## config.mk

```make
export PLATFORM = sky130hd
export DESIGN_NAME = riscv32_imem_loader_ctrl
export DESIGN_NICKNAME = d
export VERILOG_FILES = /design/src/rtl/riscv32_imem_loader_ctrl_pkg.sv /design/src/rtl/riscv32_imem_loader_ctrl_byte_packer.sv /design/src/rtl/riscv32_imem_loader_ctrl.sv
export SDC_FILE = /design/constraint.sdc
export NUM_CORES = 1
export LEC_CHECK = 0
export CAP_MARGIN = 20
export CORE_MARGIN = 2
export CORE_UTILIZATION = 30
export DETAILED_ROUTE_END_ITERATION = 16
export GPL_ROUTABILITY_DRIVEN = 0
export PLACE_DENSITY = 0.56
export SYNTH_ARGS = -nofsm -noshare
export SYNTH_HDL_FRONTEND = slang
export SYNTH_HIERARCHICAL = 1
export SYNTH_SLANG_ARGS = --single-unit
```

## constraint.sdc

```tcl
create_clock -name clk -period 4.5 [get_ports clk]
set_input_delay 1.35 -clock clk [delete_from_list [all_inputs] [get_ports clk]]
set_output_delay 1.35 -clock clk [all_outputs]
set_load 0.02 [all_outputs]
```

## src/rtl/riscv32_imem_loader_ctrl_pkg.sv

```systemverilog
// Shared definitions for the IMEM loader: controller states, byte-lane and hold-counter widths.
package riscv32_imem_loader_ctrl_pkg;

  typedef enum logic [1:0] {
    ST_HALT    = 2'd0,
    ST_LOAD    = 2'd1,
    ST_RELEASE = 2'd2,
    ST_RUN     = 2'd3
  } loader_state_e;

  localparam int LANE_W = 2;
  localparam int HOLD_W = 8;

  localparam logic [LANE_W-1:0] LANE_ONE  = LANE_W'(1);
  localparam logic [LANE_W-1:0] LANE_LAST = '1;
  localparam logic [HOLD_W-1:0] HOLD_ONE  = HOLD_W'(1);

endpackage

```

## src/rtl/riscv32_imem_loader_ctrl_byte_packer.sv

```systemverilog
// Packs little-endian bytes into 32-bit words; word_valid pulses the cycle after the 4th byte.
// Accepts one byte per cycle whenever byte_en is high; clr wins over byte_en.
module riscv32_byte_packer
  import riscv32_imem_loader_ctrl_pkg::*;
(
  input  logic        clk,
  input  logic        rst_n,
  input  logic        clr,
  input  logic        byte_en,
  input  logic [7:0]  byte_data,
  output logic        word_valid,
  output logic [31:0] word
);

  logic [LANE_W-1:0] lane_q;
  logic [31:0]       sr_q;
  logic              vld_q;

  // Bytes shift in from the top so byte 0 ends up in bits [7:0] after four shifts.
  always_ff @(posedge clk or negedge rst_n) begin
    if (!rst_n) begin
      lane_q <= '0;
      sr_q   <= '0;
      vld_q  <= 1'b0;
    end else if (clr) begin
      lane_q <= '0;
      sr_q   <= '0;
      vld_q  <= 1'b0;
    end else begin
      vld_q <= byte_en && (lane_q == LANE_LAST);
      if (byte_en) begin
        sr_q   <= {byte_data, sr_q[31:8]};
        lane_q <= lane_q + LANE_ONE;
      end
    end
  end

  assign word_valid = vld_q;
  assign word       = sr_q;

endmodule

```

## src/rtl/riscv32_imem_loader_ctrl.sv

```systemverilog
// Boot loader: holds the core in reset, streams bytes into IMEM words, then releases the core.
// IMEM write lands 1 cycle after a word's 4th byte; byte_ready drops only outside LOAD and on the final write.
module riscv32_imem_loader_ctrl
  import riscv32_imem_loader_ctrl_pkg::*;
#(
  parameter int IMEM_DEPTH_WORDS = 4096,
  parameter int AW               = 12,
  parameter int RST_HOLD         = 4,
  parameter bit AUTO_START       = 1'b1
) (
  input  logic          clk,
  input  logic          rst_n,
  input  logic          load_req,
  input  logic [AW:0]   load_words,
  input  logic          run_req,
  input  logic          abort,
  input  logic          byte_valid,
  input  logic [7:0]    byte_data,
  output logic          byte_ready,
  output logic          imem_we,
  output logic [AW-1:0] imem_waddr,
  output logic [31:0]   imem_wdata,
  output logic          core_rst_n,
  output logic          busy,
  output logic          done,
  output logic          error
);

  localparam logic [AW:0]       DEPTH_W   = (AW+1)'(IMEM_DEPTH_WORDS);
  localparam logic [AW:0]       WORDS_ONE = (AW+1)'(1);
  localparam logic [AW-1:0]     WCNT_ONE  = AW'(1);
  localparam logic [HOLD_W-1:0] HOLD_INIT = HOLD_W'(RST_HOLD - 1);

  loader_state_e     state_q, state_d;
  logic [AW:0]       words_q, words_d;
  logic [AW-1:0]     wcnt_q, wcnt_d;
  logic [HOLD_W-1:0] hold_q, hold_d;
  logic              error_q, error_d;
  logic              core_rst_n_q;

  logic        in_load, req_ok, word_vld, last_write, byte_en, pk_clr;
  logic [31:0] word;

  assign in_load    = (state_q == ST_LOAD);
  assign req_ok     = (load_words != '0) && (load_words <= DEPTH_W);
  assign imem_we    = word_vld && in_load && !abort;
  assign last_write = imem_we && ({1'b0, wcnt_q} == (words_q - WORDS_ONE));
  assign byte_ready = in_load && !last_write;
  assign byte_en    = byte_valid && byte_ready;
  assign pk_clr     = !in_load || abort;

  riscv32_byte_packer u_packer (
    .clk        (clk),
    .rst_n      (rst_n),
    .clr        (pk_clr),
    .byte_en    (byte_en),
    .byte_data  (byte_data),
    .word_valid (word_vld),
    .word       (word)
  );

  always_comb begin
    state_d = state_q;
    words_d = words_q;
    wcnt_d  = wcnt_q;
    hold_d  = hold_q;
    error_d = error_q;
    unique case (state_q)
      ST_HALT, ST_RUN: begin
        if (load_req) begin
          if (req_ok) begin
            state_d = ST_LOAD;
            words_d = load_words;
            wcnt_d  = '0;
            error_d = 1'b0;
          end else begin
            error_d = 1'b1;
          end
        end else if (run_req && (state_q == ST_HALT)) begin
          state_d = ST_RELEASE;
          hold_d  = HOLD_INIT;
        end
      end
      ST_LOAD: begin
        if (abort) begin
          state_d = ST_HALT;
          wcnt_d  = '0;
        end else if (last_write) begin
          // wcnt returns to 0 so imem_waddr never shows load_words.
          wcnt_d = '0;
          if (AUTO_START) begin
            state_d = ST_RELEASE;
            hold_d  = HOLD_INIT;
          end else begin
            state_d = ST_HALT;
          end
        end else if (imem_we) begin
          wcnt_d = wcnt_q + WCNT_ONE;
        end
      end
      ST_RELEASE: begin
        if (hold_q == '0) state_d = ST_RUN;
        else              hold_d  = hold_q - HOLD_ONE;
      end
      default: state_d = ST_HALT;
    endcase
  end

  always_ff @(posedge clk or negedge rst_n) begin
    if (!rst_n) begin
      state_q      <= ST_HALT;
      words_q      <= '0;
      wcnt_q       <= '0;
      hold_q       <= '0;
      error_q      <= 1'b0;
      core_rst_n_q <= 1'b0;
    end else begin
      state_q      <= state_d;
      words_q      <= words_d;
      wcnt_q       <= wcnt_d;
      hold_q       <= hold_d;
      error_q      <= error_d;
      core_rst_n_q <= (state_d == ST_RUN);
    end
  end

  assign imem_waddr = wcnt_q;
  assign imem_wdata = word;
  assign core_rst_n = core_rst_n_q;
  assign busy       = (state_q == ST_LOAD) || (state_q == ST_RELEASE);
  assign done       = last_write;
  assign error      = error_q;

endmodule

```

==> results of run 1 <==
critical path: stages:
cell and delay (ns):
sky130_fd_sc_hd__clkdlybuf4s50_1 0.42, sky130_fd_sc_hd__nor2b_1 0.14, sky130_fd_sc_hd__and2_1 0.17, sky130_fd_sc_hd__nand4_1 0.10
sky130_fd_sc_hd__nor4_2 0.20, sky130_fd_sc_hd__and3_1 0.18, sky130_fd_sc_hd__a21boi_0 0.20, sky130_fd_sc_hd__clkbuf_2 0.21
area by class of cell:
class	instances	area (um^2)	share of cell area [%]
well taps	172	215	4.15
repair buffers	96	896	17.3
clock inverters	5	86.3	1.67
flip-flops and latches	72	1800	34.7
clock buffers	11	253	4.87
multi-input cells	266	1870	36.1
inverters	17	63.8	1.23
metal layers:
metal | track usage (%) | wire length, um | up-vias
li1 | - | - | 1508
met1 | 19.0 | 4400 | 1555
met2 | 22.6 | 4490 | 87
met3 | 6.01 | 763 | 19
met4 | 6.17 | 197 | 0
met5 | 0 | 0 | -
cell usage after synthesis, types with 2 or more instances:
master,number
sky130_fd_sc_hd__ha_1,7
sky130_fd_sc_hd__a21o_1,3
sky130_fd_sc_hd__o31ai_1,2
sky130_fd_sc_hd__or3_1,8
sky130_fd_sc_hd__a31oi_1,5
sky130_fd_sc_hd__nor2_1,53
sky130_fd_sc_hd__mux2_4,2
sky130_fd_sc_hd__nand2_1,13
sky130_fd_sc_hd__buf_12,3
sky130_fd_sc_hd__xnor2_1,10
sky130_fd_sc_hd__xor2_1,13
sky130_fd_sc_hd__and2_1,3
sky130_fd_sc_hd__a221oi_1,2
sky130_fd_sc_hd__nand4_1,11
sky130_fd_sc_hd__a32o_1,2
sky130_fd_sc_hd__clkbuf_1,8
sky130_fd_sc_hd__buf_2,4
sky130_fd_sc_hd__nand2b_1,6
sky130_fd_sc_hd__buf_6,2
sky130_fd_sc_hd__mux2_2,10
sky130_fd_sc_hd__or4_1,4
sky130_fd_sc_hd__a211oi_1,6
sky130_fd_sc_hd__a211o_1,2
sky130_fd_sc_hd__nand3_1,5
sky130_fd_sc_hd__dfrtp_1,72
sky130_fd_sc_hd__inv_1,17
sky130_fd_sc_hd__nor2b_1,6
sky130_fd_sc_hd__o21a_1,2
sky130_fd_sc_hd__nor4b_1,2
sky130_fd_sc_hd__and3_1,6
sky130_fd_sc_hd__nor4_1,6
sky130_fd_sc_hd__a21oi_1,3
sky130_fd_sc_hd__o21ai_0,10
sky130_fd_sc_hd__nor3_1,6
sky130_fd_sc_hd__mux2i_1,34
sky130_fd_sc_hd__o22ai_1,4
power by group through the flow:
stage	clock (W)	sequential, W	combinational [W]
floorplan	0	0.000827	0.000706
global placement	0	0.000833	0.000962
detailed placement	0	0.000836	0.000980
CTS	0.000833	0.000826	0.000988
global route	0.000854	0.000841	0.00108
finish	0.000810	0.000827	0.000981
state kept, by name, indices dropped and copies added, names as in the netlist, 2 cells and up:
signal           cells
hold_q               8
imem_waddr          12
state_q              2
u_packer/lane_q      2
u_packer/word       32
words_q             13
stage by stage:
stage / util, % / hold WS [ns] / TNS [ns] / area, um^2 / worst slack [ns]
floorplan: - / 0.484 / 0 / 3860 / 0.128
global placement: 38.4 / 0.484 / -0.671 / 4840 / -0.375
detailed placement: 38.4 / 0.494 / -0.640 / 4840 / -0.346
CTS: 41.2 / 0.508 / 0 / 5190 / 0.00713
global route: 41.1 / 0.538 / 0 / 5180 / 0.0361
finish: 41.1 / 0.500 / 0 / 5180 / 0.178
worst paths after layout:
check / from / end / slack [ns] / cells past startpoint
max: abort / done / 0.18 / 8
min: error / error / 0.50 / 2
max reg2reg: words_q[4] / u_packer/word[14] / 0.74 / 10
min reg2reg: error / error / 0.50 / 2
max in group asynchronous: rst_n / u_packer/word[4] / 2.75 / 2
min in group asynchronous: rst_n / words_q[4] / 0.90 / 1
cells in the final DEF (no fill, tap or decap), types with 3 or more instances in the layout:
cell type	count
sky130_fd_sc_hd__clkdlybuf4s50_1	73
sky130_fd_sc_hd__buf_4	20
sky130_fd_sc_hd__and3_1	5
sky130_fd_sc_hd__mux2_2	10
sky130_fd_sc_hd__nor3_1	6
sky130_fd_sc_hd__a211oi_1	6
sky130_fd_sc_hd__ha_1	7
sky130_fd_sc_hd__nand2_1	13
sky130_fd_sc_hd__a21o_1	3
sky130_fd_sc_hd__nor2b_1	6
sky130_fd_sc_hd__mux2i_1	34
sky130_fd_sc_hd__or4_1	4
sky130_fd_sc_hd__o21ai_0	10
sky130_fd_sc_hd__a21oi_1	3
sky130_fd_sc_hd__clkbuf_16	9
sky130_fd_sc_hd__inv_1	17
sky130_fd_sc_hd__a31oi_1	5
sky130_fd_sc_hd__xnor2_1	10
sky130_fd_sc_hd__nor4_1	5
sky130_fd_sc_hd__or3_1	8
sky130_fd_sc_hd__nand2b_1	6
sky130_fd_sc_hd__xor2_1	13
sky130_fd_sc_hd__and2_1	3
sky130_fd_sc_hd__nand4_1	11
sky130_fd_sc_hd__nand3_1	5
sky130_fd_sc_hd__dfrtp_1	72
sky130_fd_sc_hd__o22ai_1	4
sky130_fd_sc_hd__nor2_1	53
cell families (layout without fill, tap and decap cells):
kind of cell / after synthesis / count (layout) / share of synthesized area [%]
buffers and inverters: 36 / 129 / 5.31
adder cells (fa/ha/maj): 7 / 7 / 2.27
AND/OR/NAND/NOR: 139 / 139 / 18.7
flip-flops: 72 / 72 / 46.6
XOR/XNOR: 23 / 23 / 5.22
multiplexers: 46 / 46 / 12.5
AO/OA/AOI/OAI: 51 / 51 / 9.39
repair_timing:
| action | CTS | global route |
|---|---|---|
| setup endpoints to repair | 2 | 2 |
| resized for setup | 5 | 4 |
| hold buffers | 0 | 0 |
| pin swaps | 0 | 0 |
==> impl_metrics.py, run 1 <==
metrics = {
    "placed_design": {
        "placement.io_buffers": 76,
        "hpwlAfterDp_mm": 7.04,
        "placed_cells_incl_taps": 623,
    },
    "global_route": {
        "grt_max_degree": 43,
        "initial_antenna_violation_count": 0,
        "total_global_routing_track_utilization_pct": 14.9,
        "first_global_vias": 3232,
        "global_route.overflow_total": 0,
        "first_pass_grt_wire_length_mm": 16.7,
    },
    "synth": {
        "syn_area_per_cell_um2": 10.3,
        "synth-main-ff-cell": "sky130_fd_sc_hd__dfrtp_1",
        "synth.yosys.warnings": 6,
        "synth_area_leaders": "sky130_fd_sc_hd__dfrtp_1 (47%), sky130_fd_sc_hd__mux2i_1 (8.8%), sky130_fd_sc_hd__nor2_1 (5.2%)",
        "post-synth-top-area-fraction_pct": 46.6,
        "syn_area_um2": 3860,
        "ys_types": 58,
        "syn-instance-count": 374,
        "synth_top_area_cell": "sky130_fd_sc_hd__dfrtp_1",
        "synth_sequential_area_ratio_pct": 46.6,
        "synth.ff_latch_count": 72,
        "async_reset_ff_share_pct": 100,
        "synth_fp_nets": 408,
        "synth_enable_flop_cells": 0,
    },
    "clock_tree": {
        "clock_latency_ns": 0.34,
        "cts_htree_levels": 3,
        "clock_tree_from_tritoncts": "yes",
        "cts.reportedPaths.clkPinSlew_ns": 0.06,
        "post_cts_buffers": 0,
        "clock-sinks": 72,
        "root_buffer": "sky130_fd_sc_hd__clkbuf_16",
        "cts.path.max_buffers": 2,
        "cts_buffers": 9,
    },
    "power": {
        "p_per_area_nw_per_um2": 505,
        "power.clock.fraction_pct": 31.0,
        "leakagePower_nw": 2.11,
        "comb_power_share_pct": 37.4,
        "power.total_w": 0.00262,
        "power.switching_w": 0.000919,
        "pwr-share-seq_pct": 31.6,
        "p_int_w": 0.00170,
        "power_switching_share_pct": 35.1,
        "power.ir.vdd_worst_v": 0.000179,
    },
    "finish": {
        "num-fill-cells": 1280,
        "finalNonFillerCells": 639,
        "growth_of_design_area_from_synthesis_to_finish_pct": 34.2,
        "design.final.nets": 496,
        "antenna_cells": 0,
        "final_layout_size_suffix_gt1_share_pct": 13.1,
    },
    "detailed_routing": {
        "wire_length_after_detailed_routing_mm": 9.85,
        "total_number_of_vias": 3169,
        "count_of_antenna_violating_nets_left_after_detailed_routing": 0,
        "detail_route.wl_per_cell_um": 15.4,
        "remaining_drc_errors": 0,
        "first_iter_violations": 144,
        "vias_per_cell": 4.96,
        "first_pass_iters": 4,
    },
    "critical_path": {
        "worstPathRequired_ns": 3.15,
        "timing.critical_path.to_type": "output pin",
        "crit_arrival_ns": 2.97,
        "worstSetupPathType": "input pin to output pin",
        "path_max_fanout": 2,
        "critPathLaunchType": "input pin",
    },
    "sta": {
        "worstMarginPinSlew_ns": 1.02,
        "timing.final.max_slew_violations": 0,
        "clock-skew-final_ns": 0.00854,
        "finalHoldViolations": 0,
        "fmax_mhz": 231,
        "period_minus_slack_ns": 4.32,
        "rsz0062_at_grt": "false",
        "finalSetupViolations": 0,
        "maxSlewHeadroom_pct": 32.2,
        "post-route-period-util_pct": 96.0,
    },
    "floorplan": {
        "y_dimension_of_the_die_um": 117,
        "die_w_um": 117,
        "start_util_pct": 30.6,
        "top_level_ports": 77,
        "fp.coreArea_um2": 12600,
        "std_cell_rows": 41,
        "die_area_um2": 13800,
    },
    "min_path": {
        "holdCritPathClass": "register to register",
    },
    "run": {
        "maxCapViolCount": 0,
    },
    "run_status": {
        "status": "finished clean",
    },
}
Power figures use the tool's default switching activity.
==> run 2: changes to the inputs <==
- SETUP_SLACK_MARGIN: default -> 0.5
==> run 2 against run 1 <==
Effect of this change:
- sequential share of layout area is 0.63 points lower
- cell count up 0.47%
- die area unchanged
- sequential cell count unchanged
- wire length is 1.1% higher
- critical path depth unchanged
==> impl_metrics.py, run 2 (synthesized netlist as in run 1, its figures left out) <==
metrics = {
    "run_status": {
        "status": "finished clean",
    },
    "detailed_routing": {
        "vias_per_cell": 4.91,
        "first_pass_iters": 4,
        "total_number_of_vias": 3154,
        "first_iter_violations": 192,
        "remaining_drc_errors": 0,
        "count_of_antenna_violating_nets_left_after_detailed_routing": 0,
        "detail_route.wl_per_cell_um": 15.5,
        "wire_length_after_detailed_routing_mm": 9.96,
    },
    "power": {
        "leakagePower_nw": 2.15,
        "power.ir.vdd_worst_v": 0.000237,
        "power.clock.fraction_pct": 30.3,
        "pwr-share-seq_pct": 31.1,
        "p_per_area_nw_per_um2": 508,
        "power_switching_share_pct": 34.8,
        "p_int_w": 0.00175,
        "power.switching_w": 0.000935,
        "comb_power_share_pct": 38.6,
    },
    "sta": {
        "worstMarginPinSlew_ns": 0.927,
        "setup_ws_ns": 0.516,
        "fmax_mhz": 251,
        "finalHoldViolations": 0,
        "period_minus_slack_ns": 3.98,
        "maxSlewHeadroom_pct": 38.2,
        "finalSetupViolations": 0,
        "rsz0062_at_grt": "true",
        "clock-skew-final_ns": 0.00997,
        "timing.final.max_slew_violations": 0,
        "post-route-period-util_pct": 88.5,
    },
    "critical_path": {
        "path_cells": "buf_6 -> nor2b_2 -> and2_4 -> nand4_1 -> nor4_2 -> and3_1 -> a21boi_2 -> buf_6",
        "reg2reg_from": "words_q[1]",
        "source_of_the_critical_timing_path": "abort",
        "critPathMaxStageDelay_ns": 0.31,
        "worstSetupPathType": "input pin to output pin",
        "timing.critical_path.to_type": "output pin",
        "critPathLaunchType": "input pin",
        "worstPathRequired_ns": 3.15,
        "crit_top_cell": "sky130_fd_sc_hd__buf_6",
        "timing.critical_path.slowest_stage_cell": "sky130_fd_sc_hd__nor4_2",
        "path_max_fanout": 2,
        "crit_arrival_ns": 2.63,
    },
    "finish": {
        "register_area_um2": 1800,
        "antenna_cells": 0,
        "most_common_library_cell_in_the_layout_ignoring_fill_and_taps": "sky130_fd_sc_hd__clkdlybuf4s50_1",
        "design.final.nets": 499,
        "num-fill-cells": 1261,
        "multi_input_area_um2": 1920,
        "largest_reg_flops": 32,
        "leading_cell_types_in_the_layout_fill_and_taps_excluded": "sky130_fd_sc_hd__clkdlybuf4s50_1 (72), sky130_fd_sc_hd__dfrtp_1 (71), sky130_fd_sc_hd__nor2_1 (53)",
        "growth_of_design_area_from_synthesis_to_finish_pct": 36.8,
        "fin_area_um2": 5280,
        "final_layout_size_suffix_gt1_share_pct": 15.7,
    },
    "global_route": {
        "initial_antenna_violation_count": 0,
        "first_pass_grt_wire_length_mm": 16.6,
        "grt_max_degree": 73,
        "total_global_routing_track_utilization_pct": 14.9,
        "global_route.overflow_total": 0,
        "first_global_vias": 3175,
    },
    "min_path": {
        "hp-start": "error",
        "holdCritPathClass": "register to register",
    },
    "placed_design": {
        "hpwlAfterDp_mm": 6.83,
        "placement.io_buffers": 76,
        "placed_cell_area_um2": 4840,
        "place_worst_setup_slack_ns": -0.237,
    },
    "floorplan": {
        "std_cell_rows": 41,
        "die_area_um2": 13800,
        "y_dimension_of_the_die_um": 117,
        "start_util_pct": 30.6,
        "top_level_ports": 77,
        "die_w_um": 117,
        "fp.coreArea_um2": 12600,
    },
    "clock_tree": {
        "clock-sinks": 72,
        "cts.reportedPaths.clkPinSlew_ns": 0.05,
        "cts_htree_levels": 3,
        "clock_tree_from_tritoncts": "yes",
        "clock_latency_ns": 0.34,
        "cts.path.max_buffers": 2,
        "cts_buffers": 9,
        "root_buffer": "sky130_fd_sc_hd__clkbuf_16",
        "hold_buffers": 0,
    },
    "run": {
        "maxCapViolCount": 0,
    },
}
[run 2: layer usage]
| layer | vias up | track usage (%) | wire length (um) |
|---|---|---|---|
| met5 | - | 0 | 0 |
| met4 | 0 | 3.31 | 89 |
| met3 | 9 | 7.51 | 910 |
| met2 | 94 | 23.5 | 4560 |
| met1 | 1540 | 18.4 | 4400 |
| li1 | 1511 | - | - |
[run 2: final timing paths]
kind	to	slack (ns)	cells after the start
worst max-delay path	done	0.52	8
worst min-delay path	error	0.51	2
worst max register to register	u_packer/word[4]	1.16	13
worst min register to register	error	0.51	2
max in group asynchronous	words_q[5]	2.64	2
min in group asynchronous	imem_waddr[8]	1.23	2
[run 2: metrics by stage]
| stage | setup TNS (ns) | std cells | total power [W] | hold WS [ns] | utilization, % |
|---|---|---|---|---|---|
| 2_1_floorplan | 0 | 374 | 0.00154 | 0.484 | - |
| 3_3_place_gp | -0.429 | 619 | 0.00179 | 0.489 | 38.4 |
| 3_5_place_dp | -0.426 | 619 | 0.00181 | 0.505 | 38.4 |
| 4_1_cts | 0 | 637 | 0.00266 | 0.518 | 41.4 |
| 5_1_grt | 0 | 642 | 0.00285 | 0.553 | 41.9 |
| 6_report | 0 | 642 | 0.00269 | 0.510 | 41.9 |
[run 2: layout make-up]
type / count / share of cell area, %
Multi-Input combinational cell: 266 / 36.3
Sequential cell: 72 / 34.1
Timing Repair Buffer: 99 / 17.9
Clock buffer: 10 / 4.33
Tap cell: 172 / 4.07
Clock inverter: 6 / 2.04
Inverter: 17 / 1.21
[run 2: repair_timing]
action | 4_1_cts | 5_1_grt
buffers inserted | 2 | 5
resized for setup | 23 | 5
setup endpoints to repair | 3 | 2
pin swaps | 6 | 7
[run 2: power by group through the flow]
stage | combinational (W) | clock [W] | sequential, W
after floorplan | 0.000712 | 0 | 0.000827
after global placement | 0.000954 | 0 | 0.000835
after detailed placement | 0.000968 | 0 | 0.000840
after CTS | 0.000995 | 0.000835 | 0.000834
after global routing | 0.00114 | 0.000862 | 0.000848
final | 0.00104 | 0.000813 | 0.000836
[run 2: worst max-delay path: cells and delay by family]
kind / cells / cell delay (ns)
buffers and inverters: 2 / 0.23
and+or+nand+nor: 5 / 0.87
AOI/OAI and AO/OA: 1 / 0.19
==> run 3: changes to the inputs <==
- CORE_UTILIZATION: 30 -> 40
- PLACE_DENSITY: 0.56 -> 0.7
- clock period: 4.5 -> 4.85 ns (I/O delays scaled with it)
==> run 3 against run 2 <==
Effect of this change:
- critical path depth down 1
- sequential cell count unchanged
- core utilization up 12 points
- non-clock buffer count fell by 13
- via count decreased by 1.0%
- hold slack better by 0.012 ns
- worst setup slack improved by 0.095 ns
- first-iteration DRC count shrank 47%
==> impl_metrics.py, run 3 (synthesized netlist as in run 1, its figures left out) <==
metrics = {
    "clock_tree": {
        "cts.path.max_buffers": 2,
        "clock-sinks": 72,
        "root_buffer": "sky130_fd_sc_hd__clkbuf_8",
        "cts_htree_levels": 3,
        "hold_buffers": 0,
        "cts_buffers": 9,
        "cts.reportedPaths.clkPinSlew_ns": 0.09,
        "clock_tree_from_tritoncts": "yes",
        "clock_latency_ns": 0.35,
    },
    "critical_path": {
        "timing.critical_path.slowest_stage_cell": "sky130_fd_sc_hd__or4_4",
        "crit_cells": 7,
        "worstPathRequired_ns": 3.39,
        "critPathMaxStageDelay_ns": 0.63,
        "timing.critical_path.to_type": "output pin",
        "critical_path.top_delay_family": "simple AND/OR/NAND/NOR gates",
        "path_cells": "or4_4 -> or3_1 -> nor4b_1 -> a21o_1 -> and3_1 -> a21boi_2 -> buf_6",
        "rr_worst_depth": 11,
        "cp_num_buf_inv": 1,
        "path_max_fanout": 7,
        "crit_arrival_ns": 2.78,
        "worstSetupPathType": "register to output pin",
        "critPathLaunchType": "register",
    },
    "floorplan": {
        "die_w_um": 102,
        "y_dimension_of_the_die_um": 102,
        "start_util_pct": 41.6,
        "die_area_um2": 10500,
        "top_level_ports": 77,
        "fp.coreArea_um2": 9280,
        "std_cell_rows": 35,
    },
    "detailed_routing": {
        "wire_length_after_detailed_routing_mm": 9.06,
        "detail_route.wl_per_cell_um": 15.5,
        "first_pass_iters": 4,
        "first_iter_violations": 101,
        "vias_per_cell": 5.33,
        "remaining_drc_errors": 0,
        "total_number_of_vias": 3122,
        "count_of_antenna_violating_nets_left_after_detailed_routing": 0,
    },
    "power": {
        "power.ir.vdd_worst_v": 0.000183,
        "power.total_w": 0.00215,
        "leakagePower_nw": 2.02,
        "p_per_area_nw_per_um2": 431,
    },
    "sta": {
        "rsz0062_at_grt": "true",
        "timing.final.max_slew_violations": 0,
        "setup-tns-final_ns": 0,
        "setup_ws_ns": 0.611,
        "finalSetupViolations": 0,
        "finalHoldViolations": 0,
        "worstMarginPinSlew_ns": 0.988,
        "maxSlewHeadroom_pct": 34.1,
        "period_minus_slack_ns": 4.24,
        "clock-skew-final_ns": 0.00909,
        "fmax_mhz": 236,
        "post-route-period-util_pct": 87.4,
    },
    "global_route": {
        "global_route.overflow_total": 0,
        "first_pass_grt_wire_length_mm": 14.8,
        "total_global_routing_track_utilization_pct": 18.1,
        "first_global_vias": 3127,
        "grt_max_degree": 44,
        "initial_antenna_violation_count": 0,
    },
    "finish": {
        "antenna_cells": 0,
        "leading_cell_types_in_the_layout_fill_and_taps_excluded": "sky130_fd_sc_hd__clkdlybuf4s50_1 (72), sky130_fd_sc_hd__dfrtp_1 (71), sky130_fd_sc_hd__nor2_1 (53)",
        "design.final.nets": 486,
        "final_layout_size_suffix_gt1_share_pct": 13.8,
        "num-fill-cells": 844,
        "most_common_library_cell_in_the_layout_ignoring_fill_and_taps": "sky130_fd_sc_hd__clkdlybuf4s50_1",
        "multi_input_area_um2": 1930,
        "register_area_um2": 1800,
        "largest_reg_flops": 32,
        "post-route-util_pct": 53.8,
        "finalNonFillerCells": 586,
        "growth_of_design_area_from_synthesis_to_finish_pct": 29.3,
    },
    "min_path": {
        "holdCritPathClass": "register to register",
        "holdPathStages": 2,
    },
    "placed_design": {
        "hpwlAfterDp_mm": 6.26,
        "place_worst_setup_slack_ns": -0.0945,
        "placed_cells_incl_taps": 567,
        "placement.io_buffers": 76,
    },
    "run": {
        "maxCapViolCount": 0,
    },
    "run_status": {
        "status": "finished clean",
    },
}
run 3: cell types whose count changed in the layout (fill, tap and decap cells not counted), moves of 3 or more:
cell / before / now
sky130_fd_sc_hd__clkbuf_16: 9 / 0
sky130_fd_sc_hd__clkbuf_8: 0 / 9
sky130_fd_sc_hd__buf_4: 22 / 9
sky130_fd_sc_hd__inv_6: 0 / 3
run 3: worst reg2reg max path: stages, from the launching register on:
cell	delay [ns]
sky130_fd_sc_hd__dfrtp_2	0.46
sky130_fd_sc_hd__inv_2	0.09
sky130_fd_sc_hd__ha_4	0.15
sky130_fd_sc_hd__or4b_4	0.50
sky130_fd_sc_hd__nor4b_4	0.32
sky130_fd_sc_hd__xor2_2	0.23
sky130_fd_sc_hd__nor4_4	0.08
sky130_fd_sc_hd__nand3_2	0.11
sky130_fd_sc_hd__buf_4	0.22
sky130_fd_sc_hd__and3_2	0.88
sky130_fd_sc_hd__mux2i_1	0.30
sky130_fd_sc_hd__nor2_1	0.06
run 3: what timing repair did:
| action | 4_1_cts | 5_1_grt |
|---|---|---|
| pin swaps | 3 | 8 |
| endpoints found under the hold margin | 0 | 0 |
| endpoints found under the setup margin | 3 | 2 |
| setup buffers | 0 | 2 |
| gates resized for setup | 14 | 14 |
run 3: final cells by class:
class	count	share of cell area (%)
repair buffers	86	16.7
multi-input cells	266	38.7
well taps	129	3.23
clock buffers	9	2.48
clock inverters	7	1.53
inverters	17	1.28
flip-flops and latches	72	36.1
run 3: power breakdown:
group / total, W / internal [W] / switching (W)
Sequential: 0.000800 / 0.000682 / 0.000118
Clock: 0.000492 / 0.000242 / 0.000250
Combinational: 0.000859 / 0.000393 / 0.000466
Total: 0.00215 / 0.00132 / 0.000833
run 3: final timing paths:
kind / startpoint / to / slack (ns)
setup / recovery: words_q[3] / done / 0.61
hold / removal: error / error / 0.52
setup reg to reg: words_q[0] / u_packer/word[27] / 1.34
hold reg to reg: error / error / 0.52
max in group asynchronous: rst_n / u_packer/word[3] / 3.07
min in group asynchronous: rst_n / words_q[11] / 0.90
run 3: through the flow:
stage	hold WS, ns	instance area [um^2]
after global placement	0.483	4700
after global routing	0.550	4990
after detailed placement	0.511	4700
after CTS	0.529	4920
final	0.521	4990
after floorplan	0.484	3870
run 3: metal layers:
layer / up-vias / track usage [%] / wire, um
met2: 100 / 28.3 / 4260
met1: 1522 / 23.3 / 4020
met3: 12 / 5.81 / 638
met5: - / 0 / 0
li1: 1488 / - / -
met4: 0 / 7.38 / 146
